--- src/rtl/scan_mux_hex.sv ---
`default_nettype none
// ============================================================================
// Module      : scan_mux_hex
// Description : Channel multiplexer for a single seven-segment digit. Shows
//               one of NUM_CH packed channels, chosen manually by SEL or
//               auto-scanned with a fixed dwell time, with a freeze control.
//               MUX_OUT, CH_IDX, CH_CHG and HEX0 are registered.
// Revision    : 1.0 - initial release
// ============================================================================
module scan_mux_hex #(
    parameter int          NUM_CH = 4,
    parameter int          DATA_W = 4,
    parameter int unsigned DWELL  = 50000000,
    parameter int          SEL_W  = (NUM_CH > 1) ? $clog2(NUM_CH) : 1
) (
    input  logic                       CLOCK_50,
    input  logic                       RESET,
    input  logic [NUM_CH*DATA_W-1:0]   DATA_IN,
    input  logic [SEL_W-1:0]           SEL,
    input  logic                       MODE,
    input  logic                       HOLD,
    output logic [DATA_W-1:0]          MUX_OUT,
    output logic [SEL_W-1:0]           CH_IDX,
    output logic                       CH_CHG,
    output logic                       SEL_ERR,
    output logic [6:0]                 HEX0
);

    typedef enum logic [1:0] {
        ST_MANUAL = 2'd0,
        ST_SCAN   = 2'd1,
        ST_FROZEN = 2'd2
    } state_t;

    localparam logic [31:0]      c_dwell_last = DWELL - 32'd1;
    localparam logic [31:0]      c_num_ch     = 32'(NUM_CH);
    localparam logic [SEL_W-1:0] c_last_ch    = SEL_W'(NUM_CH - 1);
    localparam logic [6:0]       c_seg_zero   = 7'b1000000;

    state_t             r_state;
    logic [SEL_W-1:0]   r_ch_idx;
    logic [31:0]        r_cnt;
    logic [DATA_W-1:0]  r_mux;
    logic [6:0]         r_hex;
    logic               r_chg;

    state_t             w_state_nx;
    logic [SEL_W-1:0]   w_idx_nx;
    logic [31:0]        w_cnt_nx;
    logic               w_load_mux;
    logic [DATA_W-1:0]  w_chan;
    logic [3:0]         w_nib;
    logic [6:0]         w_hex;
    logic               w_sel_ok;

    // Manual select is only legal when it names an existing channel
    assign w_sel_ok = ({{(32-SEL_W){1'b0}}, SEL} < c_num_ch);

    // Pick the data of the channel currently indexed
    always_comb begin
        w_chan = '0;
        for (int k = 0; k < NUM_CH; k++) begin
            if (r_ch_idx == SEL_W'(k)) begin
                w_chan = DATA_IN[k*DATA_W +: DATA_W];
            end
        end
    end

    // Next state, channel index and dwell count; HOLD outranks MODE
    always_comb begin
        w_state_nx = r_state;
        w_idx_nx   = r_ch_idx;
        w_cnt_nx   = r_cnt;
        w_load_mux = 1'b0;
        if (HOLD) begin
            w_state_nx = ST_FROZEN;
        end else begin
            case (r_state)
                ST_FROZEN: begin
                    // Leaving freeze always restarts the dwell from zero
                    w_state_nx = MODE ? ST_SCAN : ST_MANUAL;
                    w_cnt_nx   = '0;
                end
                ST_MANUAL: begin
                    w_load_mux = 1'b1;
                    if (MODE) begin
                        w_state_nx = ST_SCAN;
                        w_cnt_nx   = '0;
                    end else if (w_sel_ok) begin
                        w_idx_nx = SEL;
                    end
                end
                ST_SCAN: begin
                    w_load_mux = 1'b1;
                    if (!MODE) begin
                        w_state_nx = ST_MANUAL;
                    end else if (r_cnt == c_dwell_last) begin
                        w_cnt_nx = '0;
                        w_idx_nx = (r_ch_idx == c_last_ch) ? '0 : r_ch_idx + SEL_W'(1);
                    end else begin
                        w_cnt_nx = r_cnt + 32'd1;
                    end
                end
                default: begin
                    w_state_nx = ST_MANUAL;
                end
            endcase
        end
    end

    // Active-low gfedcba decode of the displayed value
    assign w_nib = 4'(r_mux);
    always_comb begin
        case (w_nib)
            4'h0:    w_hex = 7'b1000000;
            4'h1:    w_hex = 7'b1111001;
            4'h2:    w_hex = 7'b0100100;
            4'h3:    w_hex = 7'b0110000;
            4'h4:    w_hex = 7'b0011001;
            4'h5:    w_hex = 7'b0010010;
            4'h6:    w_hex = 7'b0000010;
            4'h7:    w_hex = 7'b1111000;
            4'h8:    w_hex = 7'b0000000;
            4'h9:    w_hex = 7'b0010000;
            4'hA:    w_hex = 7'b0001000;
            4'hB:    w_hex = 7'b0000011;
            4'hC:    w_hex = 7'b1000110;
            4'hD:    w_hex = 7'b0100001;
            4'hE:    w_hex = 7'b0000110;
            default: w_hex = 7'b0001110;
        endcase
    end

    // State machine and registered outputs; HEX0 trails MUX_OUT by one cycle
    always_ff @(posedge CLOCK_50) begin
        if (RESET) begin
            r_state  <= ST_MANUAL;
            r_ch_idx <= '0;
            r_cnt    <= '0;
            r_mux    <= '0;
            r_hex    <= c_seg_zero;
            r_chg    <= 1'b0;
        end else begin
            r_state  <= w_state_nx;
            r_ch_idx <= w_idx_nx;
            r_cnt    <= w_cnt_nx;
            if (w_load_mux) begin
                r_mux <= w_chan;
            end
            r_hex    <= w_hex;
            r_chg    <= (w_idx_nx != r_ch_idx);
        end
    end

    assign MUX_OUT = r_mux;
    assign CH_IDX  = r_ch_idx;
    assign CH_CHG  = r_chg;
    assign HEX0    = r_hex;
    assign SEL_ERR = (r_state == ST_MANUAL) && !w_sel_ok;

endmodule
`default_nettype wire

--- config.mk ---
export PLATFORM = sky130hd
export DESIGN_NAME = scan_mux_hex
export DESIGN_NICKNAME = d
export VERILOG_FILES = /design/src/rtl/scan_mux_hex.sv
export SDC_FILE = /design/constraint.sdc
export NUM_CORES = 1
export LEC_CHECK = 0
export ABC_CLOCK_PERIOD_IN_PS = 2100
export BUFFER_PORTS_ARGS = -buffer_cell sky130_fd_sc_hd__buf_2
export CELL_PAD_IN_SITES_DETAIL_PLACEMENT = 1
export CELL_PAD_IN_SITES_GLOBAL_PLACEMENT = 2
export CORE_UTILIZATION = 31
export DETAILED_ROUTE_END_ITERATION = 8
export PLACE_DENSITY = 0.76
export SKIP_CTS_REPAIR_TIMING = 1
export SYNTH_ARGS = -nofsm -noshare
export SYNTH_HDL_FRONTEND = slang
export SYNTH_SLANG_ARGS = --single-unit
--- constraint.sdc ---
create_clock -name CLOCK_50 -period 2.1 [get_ports CLOCK_50]
set_input_delay 0.105 -clock CLOCK_50 [delete_from_list [all_inputs] [get_ports CLOCK_50]]
set_output_delay 0.105 -clock CLOCK_50 [all_outputs]
set_load 0.05 [all_outputs]
==> flow_summary_export.csv, run 1 <==
group,metric,value,unit
outcome,status,"finished clean",
grt,grtUsageTotal,0.176,
sta,worst_slack,0.0570,ns
finish,drive_above_1_share,0.266,
floorplan,start_util,0.319,
floorplan,placeableCoreArea,0.00872,mm2
floorplan,rows,34,
worst_setup_path,cp_max_fo,7,
floorplan,die_w,96.8,um
finish,antenna_cells,0,
worst_setup_path,crit_arrival,2.27,ns
routing,remaining_drc_errors,0,
clocking,clk_path_buf_depth,2,
synth,synthCells,343,
synth,synth_ff_type,"dfxtp_1",
grt,antenna_found_initial,0,
grt,grt_pass1_wl,13.5,mm
routing,wl,8.27,mm
placed_design,portBuffers,35,
clocking,numCtsBuffers,5,
clocking,cts_max_level,2,
worst_setup_path,crit_path_start_kind,"flop",
sta,fin_tns_setup,0,ns
clocking,cts-root-buf,"clkbuf_8",
sta,final-hold-violation-count,0,
routing,avgRoutedWirePerCell,16.2,um
power_and_ir_drop,leakagePower,1.25,nW
routing,avgViaCountPerCell,5.39,
synth,synth_xor_xnor_area_share,0.0786,
routing,drt_iter0_drc,80,
synth,synth_top_family_by_area,"simple AND/OR/NAND/NOR gates",
sta,slew_viol_final,0,
sta,fmax,0.489,GHz
synth,async_flop_share,0,
worst_setup_path,cp.required,2.33,ns
power_and_ir_drop,power_density,558,mW/mm2
clocking,clkTransAtPathRegs,0.09,ns
synth,muxShareOfSynthArea,0.0189,
synth,synth-adder-area-share,0.0494,
floorplan,dieArea,0.00937,mm2
sta,worst_pin_slew,0.978,ns
sta,slew_headroom,0.348,
clocking,clock_latency,0.31,ns
worst_hold_path,min_path_type,"in2reg",
synth,synth_cell_type_count,50,
sta,fin_crit,2.04,ns
synth,synth-simple-area-share,0.315,
synth,synth_edf_count,0,
routing,first_pass_iters,4,
synth,seq_area_frac_synth,0.345,
floorplan,ios,37,
power_and_ir_drop,peakVddDrop,215,uV
grt,grt.overflow.total,0,
placed_design,gp_congestion,0.771,
synth,syn_nets,376,
placed_design,pre_cts_ws,-0.0642,ns
run,cap_viol_max_count,0,
sta,skew,0.0107,ns
synth,synth-seq-cells,48,
finish,layout_commonest_cell,"dfxtp_1",
routing,ant_nets,0,
synth,netlist_area,0.00279,mm2
finish,final_area,0.00356,mm2
sta,setup_violations,0,
clocking,cts_sinks,48,
clocking,cts_tree,"yes",
placed_design,hpwl,5.67,mm
synth,yosys_warnings,0,
placed_design,placed_cell_area,0.00329,mm2
worst_setup_path,worstSetupEndpointType,"flop",
synth,syn_avg_cell_area,8.12,um2
worst_setup_path,path_class,"reg2reg",
finish,final_cell_mix,"43 x dfxtp_1, 36 x nor3_1, 35 x buf_2, 35 x buf_4, 24 x nor2_1",
finish,syn_to_final_growth,27.9,%
grt,grt_max_degree,49,
finish,fin_nets,435,
synth,synth-compound-area-share,0.134,
grt,grt_pass1_vias,2724,
sta,finalCritPeriodShare,0.973,
routing,vias,2755,
floorplan,fp.dieH,96.8,um
## critical path, cell delays in order (launching register included)
cell and delay [ns]:
dfxtp_2 0.36, nand2b_4 0.16, a2111o_1 0.41, or3_4 0.40, or4_4 0.43, a211oi_2 0.21
## flip-flops by register name, summed over array words and instances (netlist names)
| signal | flops |
|---|---|
| r_cnt | 32 |
| HEX0 | 7 |
| MUX_OUT | 4 |
| CH_IDX | 2 |
| r_state | 2 |
| CH_CHG | 1 |
## report_power, final
group          internal, mW  total [mW]  leakage, nW  switching, mW
combinational         0.128       0.335        0.801          0.207
sequential            0.934       0.962        0.392         0.0280
clock                 0.353       0.692       0.0541          0.339
total                  1.41        1.99         1.25          0.574
## through the flow
step | util | cells | hold WS [ns] | power, mW
after CTS | 0.391 | 507 | 0.0946 | 1.99
final | 0.408 | 511 | 0.0998 | 1.99
after floorplan | - | 343 | 0.262 | 1.20
after global placement | 0.378 | 499 | 0.411 | 1.29
after detailed placement | 0.378 | 499 | 0.419 | 1.29
after global routing | 0.408 | 511 | 0.141 | 2.08
## cells in the mapped netlist (all sizes together), types with 14 or more instances
library cell / count / area [um2]
nand3: 14 / 70.1
nor2: 24 / 90.1
a211oi: 14 / 110
clkbuf: 18 / 67.6
xnor2: 23 / 201
inv: 14 / 52.6
nand2: 20 / 75.1
a21oi: 14 / 70.1
dfxtp: 48 / 961
nor4: 14 / 87.6
nor3: 36 / 180
## metal layers
layer / share of wire / vias up / global-route usage
li1: - / 1355 / -
met1: 0.49 / 1337 / 0.234
met2: 0.46 / 54 / 0.295
met3: 0.036 / 9 / 0.0311
met4: 0.014 / 0 / 0.0448
met5: 0 / - / 0
## layout make-up
type / instances / area, um2
clock buffers: 5 / 68.8
clock inverters: 3 / 42.5
fillers: 1076 / 5160
inverters: 14 / 52.6
multi-input cells: 257 / 1740
flip-flops and latches: 48 / 970
well taps: 108 / 135
repair buffers: 76 / 551
## cells by family after synthesis
logic type / count (synthesis)
xor gates and xnor gates: 25
DFF: 48
other: 1
AOI/OAI and AO/OA: 55
and+or+nand+nor: 160
muxes: 5
adders and majority gates: 11
buffers and inverters: 38
## final timing paths
check | start | endpoint | slack, ns | cells after the start
worst max register to register | r_state[1] | r_cnt[31] | 0.06 | 5
worst min-delay path | DATA_IN[15] | MUX_OUT[3] | 0.1 | 3
worst min register to register | r_cnt[23] | r_cnt[23] | 0.52 | 2
worst max-delay path | r_state[1] | r_cnt[31] | 0.06 | 5
Note: power is estimated with default switching activity, not from simulation.
==> inputs of run 2 (changes only) <==
Settings changed: ABC_CLOCK_PERIOD_IN_PS 2100 to 2500, CORE_UTILIZATION 31 to 37, PLACE_DENSITY 0.76 to 0.85, SLEW_MARGIN set to 20.
Clock period 2.1 ns to 2.5 ns, I/O delays scaled along.
==> flow_summary_export.csv, run 2 (same netlist as run 1, synthesis figures left out) <==
group,metric,value,unit
power_and_ir_drop,p_switching,0.458,mW
power_and_ir_drop,p_seq_frac,0.532,
clocking,cts-root-buf,"clkbuf_8",
sta,fin_tns_setup,0,ns
power_and_ir_drop,clkPwrFrac,0.304,
placed_design,hpwl,5.22,mm
grt,grtUsageTotal,0.200,
floorplan,ios,37,
worst_setup_path,cp_max_fo,9,
routing,drt_iter0_drc,68,
grt,grt_pass1_wl,12.2,mm
worst_setup_path,crit_path_start_kind,"flop",
worst_setup_path,cp.required,2.72,ns
placed_design,gp_congestion,0.760,
power_and_ir_drop,internal_power,1.06,mW
worst_setup_path,critPathSlowestCell,"or3_1",
floorplan,dieArea,0.00788,mm2
sta,fin_crit,2.32,ns
worst_setup_path,max_stage_delay,0.52,ns
routing,remaining_drc_errors,0,
floorplan,die_w,88.8,um
worst_setup_path,path_class,"reg2reg",
worst_setup_path,worstReg2RegStart,"r_state[1]",
finish,regMostFlops,"r_cnt",
worst_setup_path,reg2reg_slack,0.18,ns
finish,layout_commonest_cell,"dfxtp_1",
power_and_ir_drop,peakVddDrop,176,uV
worst_setup_path,cp_cell_sequence,"nand2b_1 -> a2111o_1 -> or3_1 -> or4_4 -> a211oi_2",
grt,grt_max_degree,49,
routing,avgRoutedWirePerCell,15.4,um
sta,finalCritPeriodShare,0.929,
worst_setup_path,cp_top_family,"simple AND/OR/NAND/NOR gates",
grt,grt.overflow.total,0,
sta,rsz0062_at_grt,"false",
floorplan,placeableCoreArea,0.00725,mm2
finish,instances_no_fill,474,
floorplan,start_util,0.384,
routing,first_pass_iters,4,
routing,ant_nets,0,
worst_setup_path,crit_path_end,"r_cnt[31]",
finish,final_cell_mix,"48 x dfxtp_1, 36 x nor3_1, 35 x buf_2",
finish,syn_to_final_growth,14.2,%
sta,worst_pin_slew,0.936,ns
routing,avgViaCountPerCell,5.45,
outcome,status,"finished clean",
run,cap_viol_max_count,0,
power_and_ir_drop,p_sw_frac,0.302,
worst_setup_path,rr_worst_depth,5,
sta,final-hold-violation-count,0,
power_and_ir_drop,power_density,477,mW/mm2
worst_setup_path,crit_arrival,2.55,ns
sta,setup_violations,0,
finish,drive_above_1_share,0.173,
worst_setup_path,worstSetupEndpointType,"flop",
routing,vias,2585,
clocking,numCtsBuffers,5,
finish,final_core_util,0.438,
clocking,cts_tree,"yes",
placed_design,portBuffers,35,
clocking,cts_sinks,48,
placed_design,dp_cells,467,
worst_hold_path,hold_path_depth,3,
power_and_ir_drop,power_frac_comb,0.164,
worst_setup_path,cp-startpoint,"r_state[1]",
clocking,cts_max_level,2,
finish,antenna_cells,0,
clocking,clk_path_buf_depth,2,
worst_hold_path,min_path_type,"in2reg",
grt,grt_pass1_vias,2568,
finish,largest_reg_flops,32,
sta,slew_viol_final,0,
clocking,clock_latency,0.31,ns
clocking,clkTransAtPathRegs,0.09,ns
floorplan,fp.dieH,88.8,um
sta,slew_headroom,0.376,
grt,antenna_found_initial,0,
floorplan,rows,31,
power_and_ir_drop,leakagePower,1.06,nW
worst_setup_path,rr_endpoint,"r_cnt[31]",
worst_setup_path,worstSetupPathDepth,5,
sta,fmax,0.431,GHz
finish,fin_nets,408,
routing,wl,7.30,mm
sta,skew,0.00663,ns
worst_setup_path,crit_buf_inv,0,
sta,hold_ws,0.152,ns
==> run 2: cell count changes in the layout (fill, tap and decap cells not counted), sizes merged <==
cell	previous run	this run
buf	74	49
clkbuf	7	5
bufinv	1	0
==> run 2: worst min-delay path, delay by kind of cell <==
kind	cells	cell delay (ns)
buffers and inverters	1	0.08
AND/OR/NAND/NOR	1	0.14
AO/OA/AOI/OAI	1	0.07
==> run 2: stage by stage <==
| step | total power, mW | cell area [um2] | setup slack (ns) |
|---|---|---|---|
| global route | 1.59 | 3180 | 0.0373 |
| floorplan | 1.00 | 2790 | 0.298 |
| finish | 1.52 | 3180 | 0.178 |
| detailed placement | 1.08 | 3100 | 0.205 |
| global placement | 1.07 | 3100 | 0.247 |
| CTS | 1.53 | 3180 | 0.171 |
==> run 2: per-layer routing <==
| metal | up-vias | global-route usage | routed length (um) |
|---|---|---|---|
| met1 | 1233 | 0.256 | 3480 |
| li1 | 1303 | - | - |
| met3 | 4 | 0.0336 | 320 |
| met4 | 0 | 0.0308 | 46 |
| met2 | 45 | 0.357 | 3450 |
| met5 | - | 0 | 0 |
==> run 2: power by group through the flow <==
stage,clock [mW],combinational [mW],sequential (mW)
global placement,0,0.247,0.824
CTS,0.474,0.253,0.808
detailed placement,0,0.252,0.826
finish,0.460,0.249,0.807
floorplan,0,0.128,0.876
global route,0.506,0.275,0.812
==> run 2: cell type report <==
class	instances	area, um2
clock buffer	5	68.8
clock inverter	2	12.5
fill	925	4070
inverter	14	52.6
multi-input combinational	257	1670
sequential	48	961
tap	99	124
timing repair buffer	49	293
==> run 2: worst min-delay path by stage <==
stage	startpoint	end	slack, ns
after detailed placement	DATA_IN[15]	MUX_OUT[3]	0.47
after CTS	HOLD	r_state[1]	0.16
after floorplan	RESET	CH_CHG	0.28
after global placement	DATA_IN[15]	MUX_OUT[3]	0.43
after global routing	HOLD	r_state[1]	0.18
final	DATA_IN[15]	MUX_OUT[3]	0.15
==> inputs of run 3 (changes only) <==
Settings changed: PLACE_DENSITY 0.85 to 0.91.
==> flow_summary_export.csv, run 3 (same netlist as run 1, synthesis figures left out) <==
group,metric,value,unit
worst_setup_path,worstSetupEndpointType,"flop",
power_and_ir_drop,power_density,535,mW/mm2
clocking,cts_max_level,2,
power_and_ir_drop,leakagePower,1.08,nW
grt,use_met3,0.0336,
worst_setup_path,worstReg2RegStart,"r_cnt[0]",
sta,setup_violations,0,
sta,slew_headroom,0.372,
worst_hold_path,hold_path_end,"MUX_OUT[3]",
grt,grtUsageTotal,0.193,
worst_setup_path,path_class,"reg2reg",
clocking,cts_sinks,48,
power_and_ir_drop,peakVddDrop,212,uV
worst_setup_path,cp.required,2.64,ns
finish,fill_cells,913,
clocking,clock_latency,0.30,ns
routing,avgRoutedWirePerCell,15.2,um
finish,antenna_cells,0,
sta,skew,0.00934,ns
sta,fin_tns_setup,0,ns
grt,grt_pass1_wl,11.9,mm
worst_setup_path,reg2reg_slack,0.17,ns
worst_setup_path,crit_path_start_kind,"flop",
grt,grt_max_degree,49,
sta,worst_pin_slew,0.941,ns
clocking,clk_path_buf_depth,2,
routing,first_pass_iters,4,
outcome,status,"finished clean",
sta,final-hold-violation-count,0,
placed_design,portBuffers,35,
finish,syn_to_final_growth,15.1,%
floorplan,start_util,0.384,
sta,slew_viol_final,0,
placed_design,pre_cts_ws,0.144,ns
placed_design,dp_cells,465,
floorplan,placeableCoreArea,0.00725,mm2
sta,rsz0062_at_grt,"false",
worst_setup_path,crit_arrival,2.47,ns
routing,remaining_drc_errors,0,
grt,grt.overflow.total,0,
clocking,cts_tree,"yes",
clocking,clkTransAtPathRegs,0.09,ns
sta,finalCritPeriodShare,0.933,
sta,fmax,0.429,GHz
sta,worst_slack,0.169,ns
routing,vias,2606,
grt,use_met1,0.246,
clocking,cts-root-buf,"clkbuf_8",
grt,grt.busiest_layer,"met2",
finish,largest_reg_flops,32,
finish,regMostFlops,"r_cnt",
clocking,numCtsBuffers,5,
grt,grt_pass1_vias,2455,
finish,fin_nets,406,
worst_hold_path,min_path_type,"in2reg",
finish,drive_above_1_share,0.172,
worst_setup_path,rr_endpoint,"r_cnt[23]",
placed_design,hpwl,5.17,mm
worst_hold_path,hold_path_depth,3,
routing,ant_nets,0,
finish,final_core_util,0.442,
grt,grtUsageMet2,0.341,
routing,wl,7.20,mm
floorplan,ios,37,
finish,final_cell_mix,"48 x dfxtp_1, 36 x nor3_1, 35 x buf_2",
placed_design,gp_congestion,0.809,
run,cap_viol_max_count,0,
finish,layout_commonest_cell,"dfxtp_1",
worst_setup_path,cp_max_fo,17,
grt,antenna_found_initial,0,
floorplan,die_w,88.8,um
routing,drt_iter0_drc,94,
floorplan,fp.dieH,88.8,um
floorplan,dieArea,0.00788,mm2
finish,instances_no_fill,472,
worst_setup_path,rr_worst_depth,7,
worst_hold_path,hold_path_startpoint,"DATA_IN[15]",
routing,avgViaCountPerCell,5.52,
floorplan,rows,31,
sta,fin_crit,2.33,ns
[run 3: cell types whose count changed in the layout (fill, tap and decap cells not counted)]
cell        before  now
nor4bb_2         0    1
buf_12           1    0
clkinvlp_4       1    0
nor4bb_1         1    0
bufinv_16        0    2
buf_4           13   12
clkinv_2         1    0
[run 3: layout make-up]
class / count / area, um2 / share of cell area
clock buffer: 5 / 68.8 / 0.0215
tap: 99 / 124 / 0.0386
inverter: 14 / 52.6 / 0.0164
sequential: 48 / 961 / 0.300
clock inverter: 2 / 60.1 / 0.0187
multi-input combinational: 257 / 1670 / 0.522
timing repair buffer: 47 / 265 / 0.0827
[run 3: per-layer routing]
metal	vias up	share of wire	routed length, um
li1	1297	-	-
met3	5	0.030	216
met5	-	0	0
met4	0	0.0061	44
met2	46	0.47	3410
met1	1258	0.49	3530
[run 3: worst max-delay path, cell delays in order, from the launching register on]
cell and delay, ns:
dfxtp_1 0.41, ha_1 0.24, nor4bb_2 0.34, nand2_1 0.08
or4_1 0.59, a21boi_2 0.19, buf_4 0.24, a211oi_1 0.08
[run 3: worst max-delay path by stage]
stage	from	to	cells after the start
after floorplan	r_state[1]	r_cnt[31]	7
after global placement	r_cnt[0]	r_cnt[5]	7
after detailed placement	r_cnt[0]	r_cnt[30]	7
after CTS	r_cnt[0]	r_cnt[30]	7
after global routing	r_cnt[0]	r_cnt[5]	7
final	r_cnt[0]	r_cnt[23]	7
[run 3: report_power, final]
group / switching (mW) / internal, mW / total (mW) / leakage (nW)
logic: 0.164 / 0.0810 / 0.245 / 0.623
registers: 0.0231 / 0.784 / 0.807 / 0.389
clock network: 0.269 / 0.394 / 0.663 / 0.0642
total: 0.456 / 1.26 / 1.71 / 1.08
[run 3: metrics by stage]
step           area, um2  total power [mW]  hold slack (ns)
3_3_place_gp        3070              1.07            0.429
4_1_cts             3200              1.74            0.137
3_5_place_dp        3070              1.07            0.440
5_1_grt             3210              1.80            0.135
6_report            3210              1.71            0.133
2_1_floorplan       2790              1.00            0.282
